--- config.mk ---
export PLATFORM = sky130hd
export DESIGN_NAME = msix_irq_responder_flat
export DESIGN_NICKNAME = d
export VERILOG_FILES = /design/src/rtl/msix_irq_resp_pkg.sv /design/src/rtl/ofs_fim_axi_lite_if.sv /design/src/rtl/msix_rr_arbiter.sv /design/src/rtl/msix_irq_responder.sv /design/src/flat_wrapper.sv
export SDC_FILE = /design/constraint.sdc
export NUM_CORES = 1
export LEC_CHECK = 0
export CORE_MARGIN = 5
export CORE_UTILIZATION = 46
export DETAILED_ROUTE_END_ITERATION = 8
export GPL_TIMING_DRIVEN = 0
export PLACE_DENSITY_LB_ADDON = 0.3
export REMOVE_ABC_BUFFERS = 1
export SKIP_LAST_GASP = 1
export SYNTH_ARGS = -nofsm -noshare
export SYNTH_HDL_FRONTEND = slang
export SYNTH_SLANG_ARGS = --single-unit
export TNS_END_PERCENT = 5
--- constraint.sdc ---
create_clock -name clk -period 5.94 [get_ports clk]
set_input_delay 1.485 -clock clk [delete_from_list [all_inputs] [get_ports clk]]
set_output_delay 1.485 -clock clk [all_outputs]
set_load 0.1 [all_outputs]
--- src/rtl/msix_irq_resp_pkg.sv ---
// Shared constants and types for the MSI-X doorbell responder: register
// offsets from the doorbell base, AXI response codes and the 64-bit bitmap type.
package msix_irq_resp_pkg;

    localparam logic [20:0] DOORBELL_OFS = 21'h00;
    localparam logic [20:0] PBA_OFS      = 21'h08;
    localparam logic [20:0] MASK_OFS     = 21'h10;

    localparam logic [1:0] RESP_OKAY   = 2'b00;
    localparam logic [1:0] RESP_SLVERR = 2'b10;
    localparam logic [1:0] RESP_DECERR = 2'b11;

    // Full-width vector bitmap as seen on the 64-bit data bus.
    typedef logic [63:0] msix_vec_t;

endpackage

--- src/rtl/ofs_fim_axi_lite_if.sv ---
// AXI4-lite bundle (21-bit address, 64-bit data) with slave and master views.
interface ofs_fim_axi_lite_if #(
    parameter int ADDR_W = 21,
    parameter int DATA_W = 64
);
    logic              awvalid;
    logic              awready;
    logic [ADDR_W-1:0] awaddr;
    logic [2:0]        awprot;
    logic              wvalid;
    logic              wready;
    logic [DATA_W-1:0] wdata;
    logic [DATA_W/8-1:0] wstrb;
    logic              bvalid;
    logic              bready;
    logic [1:0]        bresp;
    logic              arvalid;
    logic              arready;
    logic [ADDR_W-1:0] araddr;
    logic [2:0]        arprot;
    logic              rvalid;
    logic              rready;
    logic [DATA_W-1:0] rdata;
    logic [1:0]        rresp;

    modport slave (
        input  awvalid, awaddr, awprot, wvalid, wdata, wstrb, bready,
        input  arvalid, araddr, arprot, rready,
        output awready, wready, bvalid, bresp, arready, rvalid, rdata, rresp
    );

    modport master (
        output awvalid, awaddr, awprot, wvalid, wdata, wstrb, bready,
        output arvalid, araddr, arprot, rready,
        input  awready, wready, bvalid, bresp, arready, rvalid, rdata, rresp
    );
endinterface

--- src/rtl/msix_rr_arbiter.sv ---
// Round-robin picker over the eligible vector bitmap; the search starts one
// past the last vector loaded into the request register.
module msix_rr_arbiter #(
    parameter int NUM_VECTORS = 8,
    parameter int VEC_W       = 3
) (
    input  logic                   clk,
    input  logic                   rst,
    input  logic [NUM_VECTORS-1:0] eligible,
    input  logic                   advance,
    output logic [VEC_W-1:0]       grant,
    output logic                   any
);
    logic [VEC_W-1:0] ptr_q, ptr_d;
    logic [VEC_W-1:0] cand;
    int               idx;

    always_comb begin
        grant = '0;
        any   = 1'b0;
        idx   = 0;
        cand  = '0;
        for (int i = 0; i < NUM_VECTORS; i++) begin
            idx = int'(ptr_q) + i;
            if (idx >= NUM_VECTORS) idx = idx - NUM_VECTORS;
            cand = VEC_W'(idx);
            if (!any && eligible[cand]) begin
                any   = 1'b1;
                grant = cand;
            end
        end
    end

    always_comb begin
        ptr_d = ptr_q;
        if (advance) ptr_d = (grant == VEC_W'(NUM_VECTORS - 1)) ? '0 : grant + VEC_W'(1);
    end

    always_ff @(posedge clk or posedge rst) begin
        if (rst) ptr_q <= '0;
        else     ptr_q <= ptr_d;
    end
endmodule

--- src/rtl/msix_irq_responder.sv ---
// MSI-X doorbell responder: AXI4-lite writes latch vectors into a pending bitmap
// that is issued round-robin on irq_req_*. Optional mask register: MSIX_IRQ_RESP_MASK_EN.
module msix_irq_responder
    import msix_irq_resp_pkg::*;
#(
    parameter logic [20:0] MSIX_ADDR   = 21'h80010,
    parameter logic [20:0] PBA_ADDR    = MSIX_ADDR + PBA_OFS,
    parameter int          NUM_VECTORS = 8,
    parameter int          VEC_W       = (NUM_VECTORS > 1) ? $clog2(NUM_VECTORS) : 1
) (
    input  logic                 clk,
    input  logic                 rst,
    ofs_fim_axi_lite_if.slave    axi_lite_s_if,
    output logic                 irq_req_valid,
    output logic [VEC_W-1:0]     irq_req_vector,
    input  logic                 irq_req_ready
);
    localparam logic [20:0] DB_ADDR = MSIX_ADDR + DOORBELL_OFS;

    logic                   ready_en_q, ready_en_d;
    logic                   aw_full_q, aw_full_d;
    logic [20:0]            aw_addr_q, aw_addr_d;
    logic                   w_full_q, w_full_d;
    msix_vec_t              w_data_q, w_data_d;
    logic                   w_strb0_q, w_strb0_d;
    logic                   bvalid_q, bvalid_d;
    logic [1:0]             bresp_q, bresp_d;
    logic                   rvalid_q, rvalid_d;
    msix_vec_t              rdata_q, rdata_d;
    logic [1:0]             rresp_q, rresp_d;
    logic [NUM_VECTORS-1:0] pending_q, pending_d;
    logic                   irq_valid_q, irq_valid_d;
    logic [VEC_W-1:0]       irq_vec_q, irq_vec_d;
    logic [NUM_VECTORS-1:0] set_bits, clr_bits, hs_bits, eligible;
    logic                   aw_hs, w_hs, ar_hs, commit, arb_any, arb_advance;
    logic [VEC_W-1:0]       arb_grant;
`ifdef MSIX_IRQ_RESP_MASK_EN
    localparam logic [20:0] MASK_ADDR = MSIX_ADDR + MASK_OFS;
    logic [NUM_VECTORS-1:0] mask_q, mask_d;
`endif

    // Every channel transfers on a clock edge where valid && ready; a source
    // holds valid and its payload stable until then, and never withdraws it.
    assign axi_lite_s_if.awready = ready_en_q & ~aw_full_q & ~bvalid_q;
    assign axi_lite_s_if.wready  = ready_en_q & ~w_full_q & ~bvalid_q;
    assign axi_lite_s_if.arready = ready_en_q & ~rvalid_q;
    assign axi_lite_s_if.bvalid  = bvalid_q;
    assign axi_lite_s_if.bresp   = bresp_q;
    assign axi_lite_s_if.rvalid  = rvalid_q;
    assign axi_lite_s_if.rdata   = rdata_q;
    assign axi_lite_s_if.rresp   = rresp_q;
    assign irq_req_valid         = irq_valid_q;
    assign irq_req_vector        = irq_vec_q;

    assign aw_hs  = axi_lite_s_if.awvalid & axi_lite_s_if.awready;
    assign w_hs   = axi_lite_s_if.wvalid & axi_lite_s_if.wready;
    assign ar_hs  = axi_lite_s_if.arvalid & axi_lite_s_if.arready;
    assign commit = aw_full_q & w_full_q;
`ifdef MSIX_IRQ_RESP_MASK_EN
    assign eligible = pending_q & ~mask_q;
`else
    assign eligible = pending_q;
`endif

    always_comb begin
        ready_en_d = 1'b1;
        aw_full_d  = aw_full_q;
        aw_addr_d  = aw_addr_q;
        w_full_d   = w_full_q;
        w_data_d   = w_data_q;
        w_strb0_d  = w_strb0_q;
        bvalid_d   = bvalid_q;
        bresp_d    = bresp_q;
        set_bits   = '0;
        clr_bits   = '0;
        hs_bits    = '0;
`ifdef MSIX_IRQ_RESP_MASK_EN
        mask_d     = mask_q;
`endif
        if (aw_hs) begin
            aw_full_d = 1'b1;
            aw_addr_d = axi_lite_s_if.awaddr;
        end
        if (w_hs) begin
            w_full_d  = 1'b1;
            w_data_d  = axi_lite_s_if.wdata;
            w_strb0_d = axi_lite_s_if.wstrb[0];
        end
        if (bvalid_q && axi_lite_s_if.bready) bvalid_d = 1'b0;
        if (commit) begin
            aw_full_d = 1'b0;
            w_full_d  = 1'b0;
            bvalid_d  = 1'b1;
            if (aw_addr_q == DB_ADDR) begin
                if (w_strb0_q && (w_data_q < 64'(NUM_VECTORS))) begin
                    set_bits = NUM_VECTORS'(1) << w_data_q[VEC_W-1:0];
                    bresp_d  = RESP_OKAY;
                end else begin
                    bresp_d  = RESP_SLVERR;
                end
            end else if (aw_addr_q == PBA_ADDR) begin
                clr_bits = w_data_q[NUM_VECTORS-1:0];
                bresp_d  = RESP_OKAY;
`ifdef MSIX_IRQ_RESP_MASK_EN
            end else if (aw_addr_q == MASK_ADDR) begin
                mask_d  = w_data_q[NUM_VECTORS-1:0];
                bresp_d = RESP_OKAY;
`endif
            end else begin
                bresp_d = RESP_DECERR;
            end
        end
        if (irq_valid_q && irq_req_ready) hs_bits = NUM_VECTORS'(1) << irq_vec_q;
        // A doorbell set overrides both the grant clear and a PBA clear.
        pending_d = (pending_q & ~clr_bits & ~hs_bits) | set_bits;
    end

    always_comb begin
        rvalid_d = rvalid_q;
        rdata_d  = rdata_q;
        rresp_d  = rresp_q;
        if (rvalid_q && axi_lite_s_if.rready) rvalid_d = 1'b0;
        if (ar_hs) begin
            rvalid_d = 1'b1;
            rdata_d  = '0;
            rresp_d  = RESP_OKAY;
            if (axi_lite_s_if.araddr == PBA_ADDR) begin
                rdata_d = 64'(pending_q);
`ifdef MSIX_IRQ_RESP_MASK_EN
            end else if (axi_lite_s_if.araddr == MASK_ADDR) begin
                rdata_d = 64'(mask_q);
`endif
            end else if (axi_lite_s_if.araddr != DB_ADDR) begin
                rresp_d = RESP_DECERR;
            end
        end
    end

    // Once loaded, the request is held until accepted even if its bit is cleared.
    always_comb begin
        irq_valid_d = irq_valid_q;
        irq_vec_d   = irq_vec_q;
        arb_advance = 1'b0;
        if (irq_valid_q) begin
            if (irq_req_ready) irq_valid_d = 1'b0;
        end else if (arb_any) begin
            irq_valid_d = 1'b1;
            irq_vec_d   = arb_grant;
            arb_advance = 1'b1;
        end
    end

    msix_rr_arbiter #(
        .NUM_VECTORS (NUM_VECTORS),
        .VEC_W       (VEC_W)
    ) u_arb (
        .clk      (clk),
        .rst      (rst),
        .eligible (eligible),
        .advance  (arb_advance),
        .grant    (arb_grant),
        .any      (arb_any)
    );

    always_ff @(posedge clk or posedge rst) begin
        if (rst) begin
            ready_en_q  <= 1'b0;
            aw_full_q   <= 1'b0;
            aw_addr_q   <= '0;
            w_full_q    <= 1'b0;
            w_data_q    <= '0;
            w_strb0_q   <= 1'b0;
            bvalid_q    <= 1'b0;
            bresp_q     <= '0;
            rvalid_q    <= 1'b0;
            rdata_q     <= '0;
            rresp_q     <= '0;
            pending_q   <= '0;
            irq_valid_q <= 1'b0;
            irq_vec_q   <= '0;
        end else begin
            ready_en_q  <= ready_en_d;
            aw_full_q   <= aw_full_d;
            aw_addr_q   <= aw_addr_d;
            w_full_q    <= w_full_d;
            w_data_q    <= w_data_d;
            w_strb0_q   <= w_strb0_d;
            bvalid_q    <= bvalid_d;
            bresp_q     <= bresp_d;
            rvalid_q    <= rvalid_d;
            rdata_q     <= rdata_d;
            rresp_q     <= rresp_d;
            pending_q   <= pending_d;
            irq_valid_q <= irq_valid_d;
            irq_vec_q   <= irq_vec_d;
        end
    end

`ifdef MSIX_IRQ_RESP_MASK_EN
    always_ff @(posedge clk or posedge rst) begin
        if (rst) mask_q <= '0;
        else     mask_q <= mask_d;
    end
`endif
endmodule
--- src/flat_wrapper.sv ---
// flat-port wrapper written by rule: the top's interface ports become plain ports
module msix_irq_responder_flat import msix_irq_resp_pkg::*;
#(
    parameter logic [20:0] MSIX_ADDR   = 21'h80010,
    parameter logic [20:0] PBA_ADDR    = MSIX_ADDR + PBA_OFS,
    parameter int          NUM_VECTORS = 8,
    parameter int          VEC_W       = (NUM_VECTORS > 1) ? $clog2(NUM_VECTORS) : 1
)
  (clk, rst, irq_req_valid, irq_req_vector, irq_req_ready, axi_lite_s_if_awvalid, axi_lite_s_if_awaddr, axi_lite_s_if_awprot, axi_lite_s_if_wvalid, axi_lite_s_if_wdata, axi_lite_s_if_wstrb, axi_lite_s_if_bready, axi_lite_s_if_arvalid, axi_lite_s_if_araddr, axi_lite_s_if_arprot, axi_lite_s_if_rready, axi_lite_s_if_awready, axi_lite_s_if_wready, axi_lite_s_if_bvalid, axi_lite_s_if_bresp, axi_lite_s_if_arready, axi_lite_s_if_rvalid, axi_lite_s_if_rdata, axi_lite_s_if_rresp);
  ofs_fim_axi_lite_if axi_lite_s_if_i ();
  input  logic clk;
  input  logic rst;
  output logic irq_req_valid;
  output logic [VEC_W-1:0] irq_req_vector;
  input  logic irq_req_ready;
  input wire logic [$bits(axi_lite_s_if_i.awvalid)-1:0] axi_lite_s_if_awvalid;
  input wire logic [$bits(axi_lite_s_if_i.awaddr)-1:0] axi_lite_s_if_awaddr;
  input wire logic [$bits(axi_lite_s_if_i.awprot)-1:0] axi_lite_s_if_awprot;
  input wire logic [$bits(axi_lite_s_if_i.wvalid)-1:0] axi_lite_s_if_wvalid;
  input wire logic [$bits(axi_lite_s_if_i.wdata)-1:0] axi_lite_s_if_wdata;
  input wire logic [$bits(axi_lite_s_if_i.wstrb)-1:0] axi_lite_s_if_wstrb;
  input wire logic [$bits(axi_lite_s_if_i.bready)-1:0] axi_lite_s_if_bready;
  input wire logic [$bits(axi_lite_s_if_i.arvalid)-1:0] axi_lite_s_if_arvalid;
  input wire logic [$bits(axi_lite_s_if_i.araddr)-1:0] axi_lite_s_if_araddr;
  input wire logic [$bits(axi_lite_s_if_i.arprot)-1:0] axi_lite_s_if_arprot;
  input wire logic [$bits(axi_lite_s_if_i.rready)-1:0] axi_lite_s_if_rready;
  output wire logic [$bits(axi_lite_s_if_i.awready)-1:0] axi_lite_s_if_awready;
  output wire logic [$bits(axi_lite_s_if_i.wready)-1:0] axi_lite_s_if_wready;
  output wire logic [$bits(axi_lite_s_if_i.bvalid)-1:0] axi_lite_s_if_bvalid;
  output wire logic [$bits(axi_lite_s_if_i.bresp)-1:0] axi_lite_s_if_bresp;
  output wire logic [$bits(axi_lite_s_if_i.arready)-1:0] axi_lite_s_if_arready;
  output wire logic [$bits(axi_lite_s_if_i.rvalid)-1:0] axi_lite_s_if_rvalid;
  output wire logic [$bits(axi_lite_s_if_i.rdata)-1:0] axi_lite_s_if_rdata;
  output wire logic [$bits(axi_lite_s_if_i.rresp)-1:0] axi_lite_s_if_rresp;
  assign axi_lite_s_if_i.awvalid = axi_lite_s_if_awvalid;
  assign axi_lite_s_if_i.awaddr = axi_lite_s_if_awaddr;
  assign axi_lite_s_if_i.awprot = axi_lite_s_if_awprot;
  assign axi_lite_s_if_i.wvalid = axi_lite_s_if_wvalid;
  assign axi_lite_s_if_i.wdata = axi_lite_s_if_wdata;
  assign axi_lite_s_if_i.wstrb = axi_lite_s_if_wstrb;
  assign axi_lite_s_if_i.bready = axi_lite_s_if_bready;
  assign axi_lite_s_if_i.arvalid = axi_lite_s_if_arvalid;
  assign axi_lite_s_if_i.araddr = axi_lite_s_if_araddr;
  assign axi_lite_s_if_i.arprot = axi_lite_s_if_arprot;
  assign axi_lite_s_if_i.rready = axi_lite_s_if_rready;
  assign axi_lite_s_if_awready = axi_lite_s_if_i.awready;
  assign axi_lite_s_if_wready = axi_lite_s_if_i.wready;
  assign axi_lite_s_if_bvalid = axi_lite_s_if_i.bvalid;
  assign axi_lite_s_if_bresp = axi_lite_s_if_i.bresp;
  assign axi_lite_s_if_arready = axi_lite_s_if_i.arready;
  assign axi_lite_s_if_rvalid = axi_lite_s_if_i.rvalid;
  assign axi_lite_s_if_rdata = axi_lite_s_if_i.rdata;
  assign axi_lite_s_if_rresp = axi_lite_s_if_i.rresp;
  msix_irq_responder #(.MSIX_ADDR(MSIX_ADDR), .PBA_ADDR(PBA_ADDR), .NUM_VECTORS(NUM_VECTORS), .VEC_W(VEC_W)) u_core (.clk(clk), .rst(rst), .axi_lite_s_if(axi_lite_s_if_i), .irq_req_valid(irq_req_valid), .irq_req_vector(irq_req_vector), .irq_req_ready(irq_req_ready));
endmodule
# Word level (Yosys, flattened, before mapping)
# Index checks and enable logic that the tools add are counted.
# totals
in_bits,128
rom_bits,0
ff_bits,174
latch_bits,0
ram_bits,0
out_inout_bits,77
mem_count,0
wordCells,163
# op_classes
div_mod_pow,0
n_reduce_logical,23
mul,0
n_bitwise,19
addsub,16
magnitude_cmp,17
muxes,66
eq_ne,5
shifts,2
# op_table
operator,count
"64-bit by 4-bit < comparator with 1-bit output, second input constant",1
8-bit two-way mux,8
"21-bit by 20-bit equality test with 1-bit output, second input constant",3
3-bit two-way mux,17
"3-bit by 4-bit < comparator with 1-bit output, second input constant",8
"4-bit greater-or-equal comparator, second input constant",7
1-bit two-way mux,28
1-bit binary-select mux with 3-bit select,8
"3-bit by 1-bit subtractor with 3-bit output, second input constant",8
"21-bit by 20-bit != test with 1-bit output, second input constant",1
"3-bit by 3-bit adder with 4-bit output, second input constant",4
8-bit AND,2
8-bit inverter,2
"1-bit by 3-bit left shift with 8-bit output, first input constant",2
1-bit logical AND,11
2-bit two-way mux,5
1-bit AND,9
"3-bit by 2-bit adder with 4-bit output, second input constant",2
8-bit OR,1
2-bit nonzero test,4
1-bit logical NOT,7
1-bit inverter,5
"3-bit by 1-bit adder with 4-bit output, second input constant",1
"3-bit by 4-bit greater-or-equal comparator with 1-bit output, second input constant",1
3 further kinds,3

# Depth between registers and ports, before layout
# logic_depth
ltp_word,28
mapped_depth,15
depth_no_buf,12

# Hierarchy
# From an unflattened synthesis, not the netlist that was laid out.
# unflattened
cells_unflattened,531
hier_area_um2,6467.5
# by_module_without_submodules
mod,cells_each,n_inst,area_per_inst_um2,seq_area_each_um2
msix_irq_responder,408,1,5278.8,2852.7
msix_rr_arbiter,123,1,1188.6,75.1

# Least setup slack after synthesis
# Ideal clock, no wire load.
# synth_path
kind,register to register
from,register u_core.u_arb.ptr_q[1]
to,register u_core.u_arb.ptr_q[2]
t_arrival_ns,3.754
required_time_ns,5.807
path_slack_ns,2.053
setup_ns,0.133
path_stages_with_launch,15
n_path_buf,2
path_cell_list,dfrtp_1 -> buf_4 -> inv_1 -> clkbuf_1 -> ha_1 -> mux4_1 -> mux2_4 -> or2_4 -> or3_1 -> or4b_4 -> nand2_1 -> ha_1 -> ha_1 -> nand2_1 -> o21ai_0
# synth_between
elab_chain_cells,28
# synth_rtl
element,line,text
from (decl),msix_rr_arbiter.sv:14,"logic [VEC_W-1:0] ptr_q, ptr_d;"
from (signal assigned),msix_rr_arbiter.sv:41,else ptr_q <= ptr_d;
branches (longest 25 deep; another with 3-bit by 1-bit adder with 4-bit output),--,
3-bit two-way mux (*),msix_rr_arbiter.sv:27,if (!any && eligible[cand]) begin
named net u_core.arb_grant[0],msix_irq_responder.sv:36,logic [VEC_W-1:0] arb_grant;
3-bit by 1-bit adder with 3-bit output / 3-bit equality test (equally long branches),msix_rr_arbiter.sv:36,if (advance) ptr_d = (grant == VEC_W'(NUM_VECTORS - 1)) ? '0 : grant + VEC_W'(1);
3-bit two-way mux (*),msix_rr_arbiter.sv:36,
# Mark *: on every way through the listed nets, which the timed path passes. The select of a mux whose other input is x is not followed.
# A chain may end at the register's enable or synchronous reset.

# Final worst setup path
# layout_path
from,register u_core.u_arb.ptr_q[0]
to,register u_core.u_arb.ptr_q[2]
# The elaborated chain is that of the path after synthesis.

==> reports/summary.txt <==
initial antenna violation count = 0
measured slew at the worst slew-check pin = 1020 ps
IO Port Bufs = 135
Setup TNS = 0 ps
Die Y = 126 µm
Rows = 42
share of the synthesized area in the top cell type = 47.7%
final hold vios = 0
Synth area leader = dfrtp_1
via density per instance = 5.29
Synth area leaders = dfrtp_1 48%, mux2_2 17%, buf_4 7.1%
Yosys cell types = 61
routed wire length per instance = 17.1 µm
Via Count = 4405
worst path required time = 6220 ps
clk buf depth = 2
CP Max Fanout = 22
CTS tree = built
CTS Sinks = 117
gr usage total = 18.2%
final core utilization = 60.9%
Bufs and invs on worst path = 1
CP cell instances = inv_1 > ha_1 > mux4_1 > mux2_4 > or2_4 > or3_1 > or4b_4 > nand2_1 > ha_1 > ha_1 > nand2_1 > o21ai_0
Antenna Nets Post-Route = 0
Hold Path Class = flip-flop to flip-flop
Tcrit/Tclk final = 81.5%
number of flops mapped to enable cells by yosys = 0
dpl hpwl = 10.6 mm
CTS H-Tree Depth = 4
Post-CTS Setup Repair Bufs = 0
Syn Area/Cell = 12.0 µm²
worst hold slack = 500 ps
Max Clk Rate = 206 MHz
Relative slew margins = 32.1%
dominant synthesized flop cell = dfrtp_1
peak supply drop = 324 µV
PwrDens = 500 nW/µm²
status = finished, final reports clean
clk_lat worst skew = 410 ps
CP Capture Type = flip-flop
delay-heaviest family, CP = simple AND/OR/NAND/NOR gates
# setup viols final = 0
I/O pin total = 205
Root Buffer = clkbuf_16
Num CTS Buffers = 17
Leakage = 3.38 nW
layout cells sized above 1 = 22.0%
max-cap violations = 0
asr flop ratio synth = 100%
cts hold-fix bufs = 0
DRC = 0
CP startpoint kind = flip-flop
Iter 0 DRT Violations = 243
most frequent cell after synthesis = dfrtp_1
sequential share of the synthesized area = 47.7%
Crit path largest cell delay = 910 ps
register clock-pin slew on the reported worst setup and hold paths = 50 ps
YS warnings = 0
Crit-path slowest cell = dfrtp_1
flops & latches, synth = 117
Mapped Area = 6140 µm²
grt ovf = 0
Total Power = 4.02 mW
clock skew = 6.10 ps
cells after synthesis = 513
die area = 15800 µm²
ant diodes = 0
core area = 13200 µm²
area growth from synthesis to layout = 30.9%
most used cell along the critical path = ha_1
starting density of the core = 46.6%
CTS resizes = 0
worst setup path class = flip-flop to flip-flop
crit path DAT = 5130 ps
Die Wd = 126 µm
vias in the first global route = 4586
first-pass GRT wire length = 22.9 mm
final-stage net count = 776
Tmin final = 4840 ps
Placer Congestion = 0.838
# fillers = 1044
Total Wirelength = 14.2 mm
most common library cells after synthesis = 117 x dfrtp_1, 92 x mux2_2, 58 x buf_4
final slew viol count = 0
DR pass1 iterations = 4
RSZ-0062 raised after global routing = false
largest net degree at the start of global routing = 63
cell families after synthesis:
family,count (synthesis),share of synthesized area [%]
muxes,115,23.2
and+or+nand+nor,102,9.31
DFF,117,47.7
buffers and inverters,93,9.52
xor gates and xnor gates,3,0.428
adders and majority gates,4,0.815
AOI/OAI and AO/OA,77,8.95
other,2,0.122
stage by stage:
stage / setup slack, ps / cell area [µm²] / instances
2_1_floorplan: 1350 / 5810 / 488
3_5_place_dp: 1140 / 7430 / 801
5_1_grt: 850 / 8040 / 832
6_report: 1100 / 8040 / 832
4_1_cts: 1110 / 8040 / 832
3_3_place_gp: -121 / 7380 / 799
path summary, 6_finish.rpt:
kind | to | startpoint | slack [ps] | depth (start not counted)
setup / recovery | u_core.u_arb.ptr_q[2]$_DFFE_PP0P_ | u_core.u_arb.ptr_q[0]$_DFFE_PP0P_ | 1100 | 12
hold / removal | u_core.axi_lite_s_if.bresp[1]$_DFFE_PP0P_ | u_core.axi_lite_s_if.bresp[1]$_DFFE_PP0P_ | 500 | 2
setup reg to reg | u_core.u_arb.ptr_q[2]$_DFFE_PP0P_ | u_core.u_arb.ptr_q[0]$_DFFE_PP0P_ | 1100 | 12
hold reg to reg | u_core.axi_lite_s_if.bresp[1]$_DFFE_PP0P_ | u_core.axi_lite_s_if.bresp[1]$_DFFE_PP0P_ | 500 | 2
max in group asynchronous | u_core.axi_lite_s_if.rresp[0]$_DFFE_PP0P_ | rst | 3640 | 3
min in group asynchronous | u_core.w_data_q[13]$_DFFE_PP0P_ | rst | 1560 | 2
state kept, by name, indices dropped and copies added, names as in the netlist, 2 cells and up:
signal,flops
u_core.u_arb.ptr_q,3
u_core.aw_addr_q,21
u_core.w_data_q,64
u_core.axi_lite_s_if.bresp,2
u_core.axi_lite_s_if.rdata,8
u_core.irq_req_vector,3
u_core.eligible,8
final cells by class:
cell class / count / area (µm²) / share of cell area [%]
Timing Repair Buffer: 137 / 1400 / 17.4
Sequential cell: 117 / 2930 / 36.4
Multi-Input combinational cell: 358 / 2840 / 35.3
Clock buffer: 23 / 478 / 5.95
Inverter: 13 / 51.3 / 0.638
Tap cell: 176 / 220 / 2.74
Clock inverter: 8 / 124 / 1.54
cells in the final DEF, fill, tap and decap left out, types with 4 or more instances in the layout:
| cell | Yosys | routed |
|---|---|---|
| a22o_1 | 8 | 8 |
| nand4_1 | 5 | 5 |
| nand3b_1 | 4 | 4 |
| a21oi_1 | 13 | 13 |
| nand2b_1 | 4 | 4 |
| o31ai_1 | 4 | 4 |
| nand2_1 | 18 | 18 |
| nor4b_1 | 5 | 5 |
| conb_1 | 2 | 57 |
| nor4_1 | 22 | 22 |
| mux2_2 | 92 | 92 |
| clkdlybuf4s50_1 | 0 | 135 |
| mux4_1 | 4 | 4 |
| dfrtp_1 | 117 | 117 |
| inv_1 | 13 | 12 |
| o21ai_0 | 16 | 16 |
| nand3_1 | 5 | 5 |
| ha_1 | 4 | 4 |
| mux4_2 | 7 | 7 |
| clkbuf_16 | 0 | 17 |
| mux2i_1 | 11 | 11 |
| nor2_1 | 19 | 19 |
routing by layer:
metal | wire (µm) | vias up | global-route usage (%)
li1 | - | 2044 | -
met1 | 5530 | 2171 | 21.4
met2 | 7300 | 169 | 30.6
met3 | 1150 | 21 | 6.82
met4 | 227 | 0 | 6.25
met5 | 0 | - | 0
worst register-to-register path, cell delays in order, from the launching register on:
cell and delay, ps:
dfrtp_1 910, inv_1 250, ha_1 650, mux4_1 760, mux2_4 350, or2_4 280
or3_1 380, or4b_4 520, nand2_1 100, ha_1 160, ha_1 220, nand2_1 60
o21ai_0 70
power by group:
part	internal (mW)	switching [mW]	leakage, nW
logic	0.686	0.886	1.68
registers	1.14	0.265	1.41
clock network	0.689	0.348	0.289
Note: power is estimated with default switching activity, not from simulation.
